[config.mk]
export PLATFORM = sky130hd
export DESIGN_NAME = seq_compare
export DESIGN_NICKNAME = d
export VERILOG_FILES = /design/src/rtl/seq_compare.sv
export SDC_FILE = /design/constraint.sdc
export NUM_CORES = 1
export LEC_CHECK = 0
export BUFFER_PORTS_ARGS = -buffer_cell sky130_fd_sc_hd__buf_2
export CORE_ASPECT_RATIO = 1.2
export CORE_UTILIZATION = 40
export DETAILED_ROUTE_END_ITERATION = 16
export PLACE_DENSITY = 0.7
export SETUP_SLACK_MARGIN = 0.3
export SYNTH_ARGS = -nofsm -noshare
export SYNTH_HDL_FRONTEND = slang
export SYNTH_SLANG_ARGS = --single-unit
[constraint.sdc]
create_clock -name clk -period 4.1 [get_ports clk]
set_clock_uncertainty 0.15 [all_clocks]
set_input_delay 0 -clock clk [delete_from_list [all_inputs] [get_ports clk]]
set_output_delay 0 -clock clk [all_outputs]
set_load 0.02 [all_outputs]
[src/rtl/seq_compare.sv]
// Multi-cycle magnitude/equality comparator, scanning operands MSB-first one chunk per cycle.
// Optional build macro SEQ_COMPARE_EARLY_EXIT_EN: leave SCAN as soon as the first differing chunk is seen.
module seq_compare #(
    parameter int unsigned BUS_SIZE   = 16,
    parameter int unsigned CHUNK_SIZE = 4
) (
    input  logic                clk,
    input  logic                reset_n,
    input  logic                in_valid,
    output logic                in_ready,
    input  logic [BUS_SIZE-1:0] a,
    input  logic [BUS_SIZE-1:0] b,
    input  logic [1:0]          mode,
    input  logic                is_signed,
    output logic                out_valid,
    input  logic                out_ready,
    output logic                res,
    output logic                eq,
    output logic                lt
);

    localparam int unsigned N     = BUS_SIZE / CHUNK_SIZE;
    localparam int unsigned IDX_W = (N > 1) ? $clog2(N) : 1;

    if (CHUNK_SIZE == 0 || (BUS_SIZE % CHUNK_SIZE) != 0 || N < 1) begin : g_bad_params
        $error("seq_compare: BUS_SIZE must be a non-zero multiple of CHUNK_SIZE");
    end

    typedef enum logic [1:0] {
        S_IDLE = 2'd0,
        S_SCAN = 2'd1,
        S_DONE = 2'd2
    } state_e;

    state_e              state_q, state_d;
    logic [BUS_SIZE-1:0] a_q, a_d;
    logic [BUS_SIZE-1:0] b_q, b_d;
    logic [1:0]          mode_q, mode_d;
    logic [IDX_W-1:0]    idx_q, idx_d;
    logic                decided_q, decided_d;
    logic                lt_r_q, lt_r_d;
    logic                in_ready_q, in_ready_d;
    logic                out_valid_q, out_valid_d;
    logic                res_q, res_d;
    logic                eq_q, eq_d;
    logic                lt_q, lt_d;

    logic [CHUNK_SIZE-1:0] a_chunk_c;
    logic [CHUNK_SIZE-1:0] b_chunk_c;
    logic                  scan_done_c;

    // Next-state and output logic
    always_comb begin
        state_d     = state_q;
        a_d         = a_q;
        b_d         = b_q;
        mode_d      = mode_q;
        idx_d       = idx_q;
        decided_d   = decided_q;
        lt_r_d      = lt_r_q;
        out_valid_d = out_valid_q;
        res_d       = res_q;
        eq_d        = eq_q;
        lt_d        = lt_q;
        scan_done_c = 1'b0;

        a_chunk_c = CHUNK_SIZE'(a_q >> (32'(idx_q) * CHUNK_SIZE));
        b_chunk_c = CHUNK_SIZE'(b_q >> (32'(idx_q) * CHUNK_SIZE));

        case (state_q)
            S_IDLE: begin
                if (in_valid && in_ready_q) begin
                    // Flipping both sign bits turns a signed compare into an unsigned one
                    a_d       = a;
                    b_d       = b;
                    if (is_signed) begin
                        a_d[BUS_SIZE-1] = ~a[BUS_SIZE-1];
                        b_d[BUS_SIZE-1] = ~b[BUS_SIZE-1];
                    end
                    mode_d    = mode;
                    idx_d     = IDX_W'(N - 1);
                    decided_d = 1'b0;
                    lt_r_d    = 1'b0;
                    state_d   = S_SCAN;
                end
            end
            S_SCAN: begin
                if (!decided_q && (a_chunk_c != b_chunk_c)) begin
                    decided_d = 1'b1;
                    lt_r_d    = (a_chunk_c < b_chunk_c);
                end
                idx_d       = idx_q - IDX_W'(1);
`ifdef SEQ_COMPARE_EARLY_EXIT_EN
                scan_done_c = (idx_q == '0) || decided_d;
`else
                scan_done_c = (idx_q == '0);
`endif
                if (scan_done_c) begin
                    state_d     = S_DONE;
                    out_valid_d = 1'b1;
                    eq_d        = !decided_d;
                    lt_d        = lt_r_d;
                    case (mode_q)
                        2'b00:   res_d = !decided_d;
                        2'b01:   res_d = decided_d;
                        2'b10:   res_d = lt_r_d;
                        default: res_d = !lt_r_d;
                    endcase
                end
            end
            S_DONE: begin
                if (out_ready) begin
                    state_d     = S_IDLE;
                    out_valid_d = 1'b0;
                    res_d       = 1'b0;
                    eq_d        = 1'b0;
                    lt_d        = 1'b0;
                end
            end
            default: begin
                state_d = S_IDLE;
            end
        endcase

        in_ready_d = (state_d == S_IDLE);
    end

    always_ff @(posedge clk) begin
        if (!reset_n) begin
            state_q     <= S_IDLE;
            a_q         <= '0;
            b_q         <= '0;
            mode_q      <= '0;
            idx_q       <= '0;
            decided_q   <= 1'b0;
            lt_r_q      <= 1'b0;
            in_ready_q  <= 1'b0;
            out_valid_q <= 1'b0;
            res_q       <= 1'b0;
            eq_q        <= 1'b0;
            lt_q        <= 1'b0;
        end else begin
            state_q     <= state_d;
            a_q         <= a_d;
            b_q         <= b_d;
            mode_q      <= mode_d;
            idx_q       <= idx_d;
            decided_q   <= decided_d;
            lt_r_q      <= lt_r_d;
            in_ready_q  <= in_ready_d;
            out_valid_q <= out_valid_d;
            res_q       <= res_d;
            eq_q        <= eq_d;
            lt_q        <= lt_d;
        end
    end

    assign in_ready  = in_ready_q;
    assign out_valid = out_valid_q;
    assign res       = res_q;
    assign eq        = eq_q;
    assign lt        = lt_q;

endmodule
* Word-level counts from Yosys, hierarchy flattened
Cells that the tools add are included.
** Word-level totals
- Output and inout port bits :: 5
- Logic and storage cells :: 65
- Flip-flop bits (word level) :: 45
** Cells by class
- Magnitude comparators :: 1
- Eq/ne operators :: 8
- $add $sub $neg :: 1
- Mux-type cells :: 25
- Shift operators :: 2
- Bitwise gates (word level) :: 2
- Reductions and logical operators :: 14
** Operator list (count)
- 16-bit by 4-bit right shift with 4-bit output :: 2
- 1-bit 2-to-1 mux :: 12
- 1-bit one-hot mux with 2 select lines :: 6
- 2-bit zero test :: 4
- 2-bit 2-to-1 mux :: 4
- 2-bit != test, second input constant :: 3
- 2-bit one-hot mux with 3 select lines :: 1
- 2-bit by 1-bit == test with 1-bit output, second input constant :: 2
- 2-bit == test, second input constant :: 2
- 4-bit < comparator :: 1
- 4-bit != test :: 1
- 2-bit one-hot mux with 2 select lines :: 1
- 2-bit AND reduction :: 2
- 2-bit nonzero test :: 2
- 1-bit zero test :: 3
- 1-bit one-hot mux with 3 select lines :: 1
- 3-bit AND reduction :: 1
- 1-bit logical AND :: 2
- 1-bit inverter :: 2
- 2-bit by 1-bit subtractor with 2-bit output, second input constant :: 1

* Longest topological paths before layout
Gate-level depths: netlist (run 1).
- Depth after elaboration :: 9
- Depth in mapped cells :: 9
- Depth with buffers taken out :: 8

* Least setup slack after synthesis (run 1)
Ideal clock, no wire load.
- Kind :: register to register
- Start point :: reg idx_q[0]
- End point :: reg res_q (netlist: res)
- Slack :: 1527 ps
- Stages on the path, launching flop included :: 9
- Path buffers :: 1
- Clock period less this slack :: 2573 ps
- Data required time :: 3826 ps
- Arrival time :: 2299 ps
- Cells stage by stage :: dfxtp_1 > buf_2 > mux4_2 > ha_1 > nor2b_1 > o211a_1 > o41ai_2 > a211o_1 > o211ai_2
** On the way
- Word-level cells in the longest chain between the ends :: 9
- Elaborated cells between the ends (all ways) :: 17
- Those cells by class :: 1 x order compare; 2 x eq/ne; 2 x shift; 7 x mux; 5 x reduce/logical
** RTL lines
- start, declared :: line 39 : logic [IDX_W-1:0] idx_q, idx_d;
- start signal, assigned :: line 147 : idx_q <= idx_d;
- parallel branches: the longest is 9 deep, another holds 4-bit < comparator
- end signal, assigned :: line 152 : res_q <= res_d;
- end, declared :: line 44 : logic res_q, res_d;
Several ways; the timed one is not identified. The select of a mux whose other input is x is not followed.
A chain may end at the register's enable or synchronous reset.

* Worst setup path after layout (run 1)
Ends and elaborated chain as after synthesis.

==> impl_metrics.csv, run 1 <==
group,metric,value,unit
floorplanning,io-pin-count,44,
sta,drv_slew,0,
detailed_routing,first_pass_iters,4,
sta,tightest_slew,0.7648,ns
clock_network,cts_root_buffer,"clkbuf_8",
setup_path,cp_max_fo,9,
setup_path,crit_type,"flop to flop",
layout,final_cells,369,
synthesis,async_flop_share,0,%
synthesis,seq_area_frac_synth,41.74,%
setup_path,required,4.14,ns
detailed_routing,vias,1849,
grt,grt_first_pass_wirelength,7748,um
synthesis,synth_edf_count,0,
synthesis,ys_ff_latch,45,
sta,period_minus_slack,2.838,ns
grt,grt_overflow,0,
clock_network,cts_tree,"yes",
synthesis,synth_nets,279,
layout,nNetsFinal,352,
clock_network,cts.sinks,45,
sta,max_freq,0.3524,GHz
sta,finalSetupTns,0,ns
detailed_routing,wire_per_inst,12.13,um
sta,setup_viol,0,
detailed_routing,antenna_left,0,
grt,track_usage,17.26,%
clock_network,cts.htree.levels,2,
grt,first_global_vias,1805,
clock_network,cts_resized,0,
floorplanning,rows,28,
layout,fill_cells,487,
synthesis,ys.flop_type,"dfxtp_1",
sta,min_period_over_period,69.22,%
synthesis,synth_warnings,0,
clock_network,cts_buffers,5,
detailed_routing,vias_per_cell,5.011,
sta,final_hold_viol_count,0,
clock_network,cts_setup_buffers,0,
setup_path,worst_setup_path_start_kind,"flop",
power_and_ir_drop,power,971.8,uW
synthesis,yosysUniqueCellTypes,35,
detailed_routing,dr.first_iter.drc_count,48,
clock_network,clk_pin_slew,0.08,ns
setup_path,cp-end-kind,"flop",
floorplanning,start_util,42.78,%
floorplanning,coreArea,5045,um2
floorplanning,die_h,82.47,um
sta,maxSlewHeadroom,48.89,%
grt,grt_max_degree,48,
layout,syn_to_final_growth,30.78,%
power_and_ir_drop,peakVddDrop,216.2,uV
layout,multi_input_area,1127,um2
setup_path,cp.arrival,2.88,ns
synthesis,synth_cells,235,
run_status,outcome,"complete, no violations",
placed_design,port-buffer-count,43,
power_and_ir_drop,leakage,1.153,nW
clock_network,clock_latency,0.30,ns
layout,layout-drive-gt1-share,22.01,%
synthesis,syn_avg_cell_area,9.184,um2
detailed_routing,drt_wl_total,4475,um
hold_path,hold_path.class,"input port to flop",
grt,antenna_found_initial,0,
layout,antenna_cells,0,
clock_network,cts_buffer_depth,2,
placed_design,hpwl,2782,um
synthesis,synth_area,2158,um2
placed_design,gp_congestion,0.7692,
detailed_routing,drc,0,
floorplanning,die_w,69.06,um
clock_network,hold_buffers,38,
run,maxCapViolCount,0,
sta,rsz0062_at_grt,"false",
power_and_ir_drop,powerDensity,344.3,nW/um2
floorplanning,die_area,5695,um2
placed_design,dp.cells,323,
layout,seq_area,900.9,um2
[synth_stat cells (all sizes together) (2+ instances only)]
cell     n  area [um2]
clkbuf   6       22.52
ha       5       62.56
dfxtp   45       900.9
a21boi  33       247.7
a21oi    3       15.01
xnor2    2       17.52
nor2b    6       45.04
nor2     5       26.27
buf     10       77.57
inv      8       30.03
a22oi    3       22.52
nand2   72       270.3
a31oi    3       25.02
o21a     2       15.01
and2     2       12.51
nand2b   2       12.51
o211a    3       30.03
o41ai    2       32.53
mux4     8       180.2
nand3b   2       27.53
nand3    3       15.01
o21ai    4       20.02
[placed cells by master, fill, tap and decap left out, types with 2 or more instances in the layout]
cell | synthesis | routed
o21a_1 | 2 | 2
nand3_1 | 3 | 3
ha_1 | 5 | 5
a21boi_1 | 31 | 31
xnor2_1 | 2 | 2
nand2b_1 | 2 | 2
dfxtp_1 | 45 | 45
nor2_1 | 4 | 4
a21boi_0 | 2 | 2
a22oi_1 | 3 | 3
mux4_2 | 8 | 8
dlygate4sd3_1 | 0 | 38
and2_1 | 2 | 2
nand2_1 | 72 | 72
nor2b_1 | 5 | 5
o21ai_0 | 4 | 4
clkinv_2 | 0 | 2
o41ai_2 | 2 | 2
buf_2 | 5 | 43
clkbuf_8 | 0 | 5
inv_1 | 8 | 8
a31oi_1 | 2 | 2
a21oi_1 | 3 | 3
o211a_1 | 3 | 3
[area by class of cell]
cell class,instances,share of cell area [%]
clock inverter,3,0.6206
timing repair buffer,82,21.37
sequential,45,31.91
inverter,8,1.064
multi-input combinational,166,39.94
tap,60,2.660
clock buffer,5,2.438
[per-layer routing]
| layer | GRT usage, % | routed length, um | vias up |
|---|---|---|---|
| li1 | - | - | 943 |
| met1 | 19.01 | 1936 | 874 |
| met2 | 32.62 | 2343 | 25 |
| met3 | 3.034 | 123 | 7 |
| met4 | 7.959 | 71 | 0 |
| met5 | 0 | 0 | - |
[where the power goes]
group | total [mW] | internal (mW) | leakage, nW | switching, mW
Combinational | 0.212 | 0.113 | 0.742 | 0.0993
Sequential | 0.492 | 0.465 | 0.367 | 0.0266
Clock | 0.268 | 0.118 | 0.0439 | 0.150
Total | 0.972 | 0.696 | 1.15 | 0.276
[critical path, stage by stage, from the launching register on]
cell	delay, ns
dfxtp_1	0.67
mux4_2	0.57
ha_1	0.32
nor2b_1	0.14
o211a_1	0.23
o41ai_2	0.37
a211o_1	0.19
o211ai_2	0.08
[path summary, 6_finish.rpt]
check	from	endpoint	slack [ns]	cells past startpoint
max reg2reg	idx_q[0]$_SDFFE_PN0P_	res$_SDFFE_PN0P_	1.26	7
min reg2reg	b_q[5]$_SDFFE_PN0P_	b_q[5]$_SDFFE_PN0P_	0.30	2
max	idx_q[0]$_SDFFE_PN0P_	res$_SDFFE_PN0P_	1.26	7
min	reset_n	idx_q[1]$_SDFFE_PN0P_	0.09	3
[through the flow]
stage | cell area, um2 | hold slack, ns | util (%) | setup WS, ns
final | 2823 | 0.09300 | 55.95 | 1.262
after global placement | 2356 | 0.09142 | 46.70 | 1.271
after floorplan | 2158 | -0.01518 | - | 1.527
after global routing | 2823 | 0.1371 | 55.95 | 1.071
after detailed placement | 2356 | 0.09471 | 46.70 | 1.247
after CTS | 2823 | 0.09364 | 55.95 | 1.215
[kinds of logic (layout without fill, tap and decap cells)]
kind of cell / after synthesis / count (layout) / share of synthesized area [%]
compound gates: 56 / 56 / 20.23
xor+xnor: 2 / 2 / 0.8117
fa+ha+maj: 5 / 5 / 2.899
buf+inv: 24 / 98 / 6.029
flops: 45 / 45 / 41.74
mux: 8 / 8 / 8.348
simple gates: 95 / 95 / 19.94
[sequential cells by signal (all words and copies together) (netlist names)]
| signal | count |
|---|---|
| lt_r_q | 1 |
| a_q | 16 |
| b_q | 16 |
| in_ready | 1 |
| lt | 1 |
| eq | 1 |
| out_valid | 1 |
| state_q | 2 |
| decided_q | 1 |
| idx_q | 2 |
| res | 1 |
| mode_q | 2 |
Power figures use the tool's default switching activity.
==> inputs of run 2 (changes only) <==
clock period = 2.94 ns   (was 4.1 ns; I/O delays follow)
==> run 2 against run 1 <==
Critical path depth is the same. Clock power grew 79%. Flip-flop and latch count is the same. Combinational power grew 62%. Global-route usage grew 0.75 points. Design area grew 3.5%. Largest cell class unchanged. Highest routed layer unchanged.
==> impl_metrics.csv, run 2 (synthesized netlist as in run 1, its figures left out) <==
group,metric,value,unit
setup_path,worst_setup_path_start_kind,"flop",
clock_network,cts.sinks,45,
layout,nNetsFinal,355,
clock_network,cts_buffer_depth,2,
sta,finalSetupTns,0,ns
detailed_routing,drt_wl_total,4741,um
sta,layout_setup_ws,0.4381,ns
detailed_routing,drc,0,
setup_path,cp-end-kind,"flop",
clock_network,cts.htree.levels,2,
layout,reg_top3,"a_q: 16 flops, b_q: 16 flops",
placed_design,hpwl,3064,um
floorplanning,die_area,5695,um2
setup_path,required,2.97,ns
detailed_routing,antenna_left,0,
setup_path,worstPathCellList,"buf_4 -> mux4_2 -> ha_1 -> a21o_1 -> o41ai_4 -> a211o_1 -> o211ai_2",
sta,setup_viol,0,
layout,final_cell_mix,"nand2_1 (72), dfxtp_1 (44), buf_2 (43)",
sta,tightest_slew,0.7891,ns
setup_path,cp_max_fo,4,
sta,max_freq,0.3997,GHz
power_and_ir_drop,powerDensity,515.0,nW/um2
run_status,outcome,"complete, no violations",
detailed_routing,vias,1865,
floorplanning,die_h,82.47,um
grt,grt_first_pass_wirelength,7976,um
sta,whs,0.09099,ns
detailed_routing,first_pass_iters,4,
power_and_ir_drop,seq_power_share,45.4,%
layout,layout-drive-gt1-share,23.40,%
clock_network,cts_tree,"yes",
grt,antenna_found_initial,0,
power_and_ir_drop,comb_power_share,22.8,%
detailed_routing,dr.first_iter.drc_count,108,
hold_path,hold_path.class,"input port to flop",
grt,grt_overflow,0,
setup_path,cp.arrival,2.54,ns
sta,final_hold_viol_count,0,
setup_path,critPathSlowestCell,"mux4_2",
detailed_routing,wire_per_inst,12.74,um
floorplanning,io-pin-count,44,
grt,grt_max_degree,48,
sta,period_minus_slack,2.502,ns
power_and_ir_drop,leakage,1.192,nW
power_and_ir_drop,power.share.switching,26.60,%
power_and_ir_drop,p_clk_share,31.8,%
sta,min_period_over_period,85.10,%
floorplanning,die_w,69.06,um
placed_design,gp_congestion,0.7466,
run,maxCapViolCount,0,
clock_network,clock_latency,0.30,ns
layout,syn_to_final_growth,35.42,%
detailed_routing,vias_per_cell,5.013,
setup_path,max_stage_delay,0.50,ns
sta,rsz0062_at_grt,"false",
placed_design,port-buffer-count,43,
grt,first_global_vias,1770,
layout,final_common_cell,"nand2_1",
layout,fin_util,57.94,%
sta,drv_slew,0,
setup_path,critPathTopFamily,"compound AO/OA/AOI/OAI gates",
clock_network,cts_root_buffer,"clkbuf_8",
placed_design,dpl_worst_slack,0.1918,ns
floorplanning,rows,28,
clock_network,clk_pin_slew,0.08,ns
sta,maxSlewHeadroom,47.27,%
layout,antenna_cells,0,
setup_path,crit_type,"flop to flop",
floorplanning,coreArea,5045,um2
power_and_ir_drop,power.internal,1.105,mW
power_and_ir_drop,switchingPower,400.3,uW
grt,track_usage,18.00,%
setup_path,critPathBufInv,1,
power_and_ir_drop,peakVddDrop,330.4,uV
clock_network,cts_buffers,5,
floorplanning,start_util,42.78,%
==> run 2: cell types whose count changed in the layout (fill, tap and decap cells not counted), sizes merged <==
cell / previous run / this run
buf: 44 / 47
bufinv: 0 / 1
clkbuf: 5 / 6
clkinv: 2 / 0
==> run 2: worst paths after layout <==
check | from | endpoint | slack (ns) | depth (start not counted)
min reg2reg | a_q[10]$_SDFFE_PN0P_ | a_q[10]$_SDFFE_PN0P_ | 0.30 | 2
max reg2reg | idx_q[0]$_SDFFE_PN0P_ | res$_SDFFE_PN0P_ | 0.44 | 7
max | idx_q[0]$_SDFFE_PN0P_ | res$_SDFFE_PN0P_ | 0.44 | 7
min | reset_n | in_ready$_SDFF_PN0_ | 0.09 | 3
==> run 2: per-stage QoR <==
step / power (mW) / area, um2 / std cells
2_1_floorplan: 0.8968 / 2158 / 235
3_3_place_gp: 0.9566 / 2371 / 325
3_5_place_dp: 0.9665 / 2371 / 325
4_1_cts: 1.485 / 2873 / 371
5_1_grt: 1.584 / 2923 / 372
6_report: 1.505 / 2923 / 372
==> run 2: area by class of cell <==
class,count,area (um2)
clock inverters,2,37.54
inverters,8,30.03
flip-flops and latches,45,904.6
well taps,60,75.07
fillers,454,2122
multi-input cells,166,1155
clock buffers,6,82.58
repair buffers,85,638.1
==> run 2: power by group through the flow <==
stage / clock network (mW) / registers (mW) / logic [mW]
global route: 0.516 / 0.689 / 0.379
CTS: 0.491 / 0.684 / 0.310
global placement: 0 / 0.697 / 0.260
detailed placement: 0 / 0.698 / 0.269
finish: 0.479 / 0.683 / 0.343
floorplan: 0 / 0.686 / 0.210
==> run 2: routing by layer <==
| layer | share of wire (%) | track usage (%) |
|---|---|---|
| met1 | 43 | 20.45 |
| met2 | 51 | 31.94 |
| met3 | 3.2 | 4.612 |
| met4 | 2.3 | 8.571 |
| met5 | 0 | 0 |
==> run 2: worst reg2reg max path: stages (launching register included) <==
cell      delay, ns
dfxtp_4        0.39
buf_4          0.15
mux4_2         0.50
ha_1           0.36
a21o_1         0.24
o41ai_4        0.33
a211o_1        0.19
o211ai_2       0.08
==> run 2: repair_timing <==
| item | CTS | global route |
|---|---|---|
| hold buffers | 38 | 0 |
| endpoints found under the setup margin | 2 | 3 |
| cloned | 0 | 0 |
| resized for setup | 1 | 6 |
| hold endpoints to repair | 41 | 0 |
| buffers inserted | 0 | 1 |
| pin swaps | 0 | 1 |
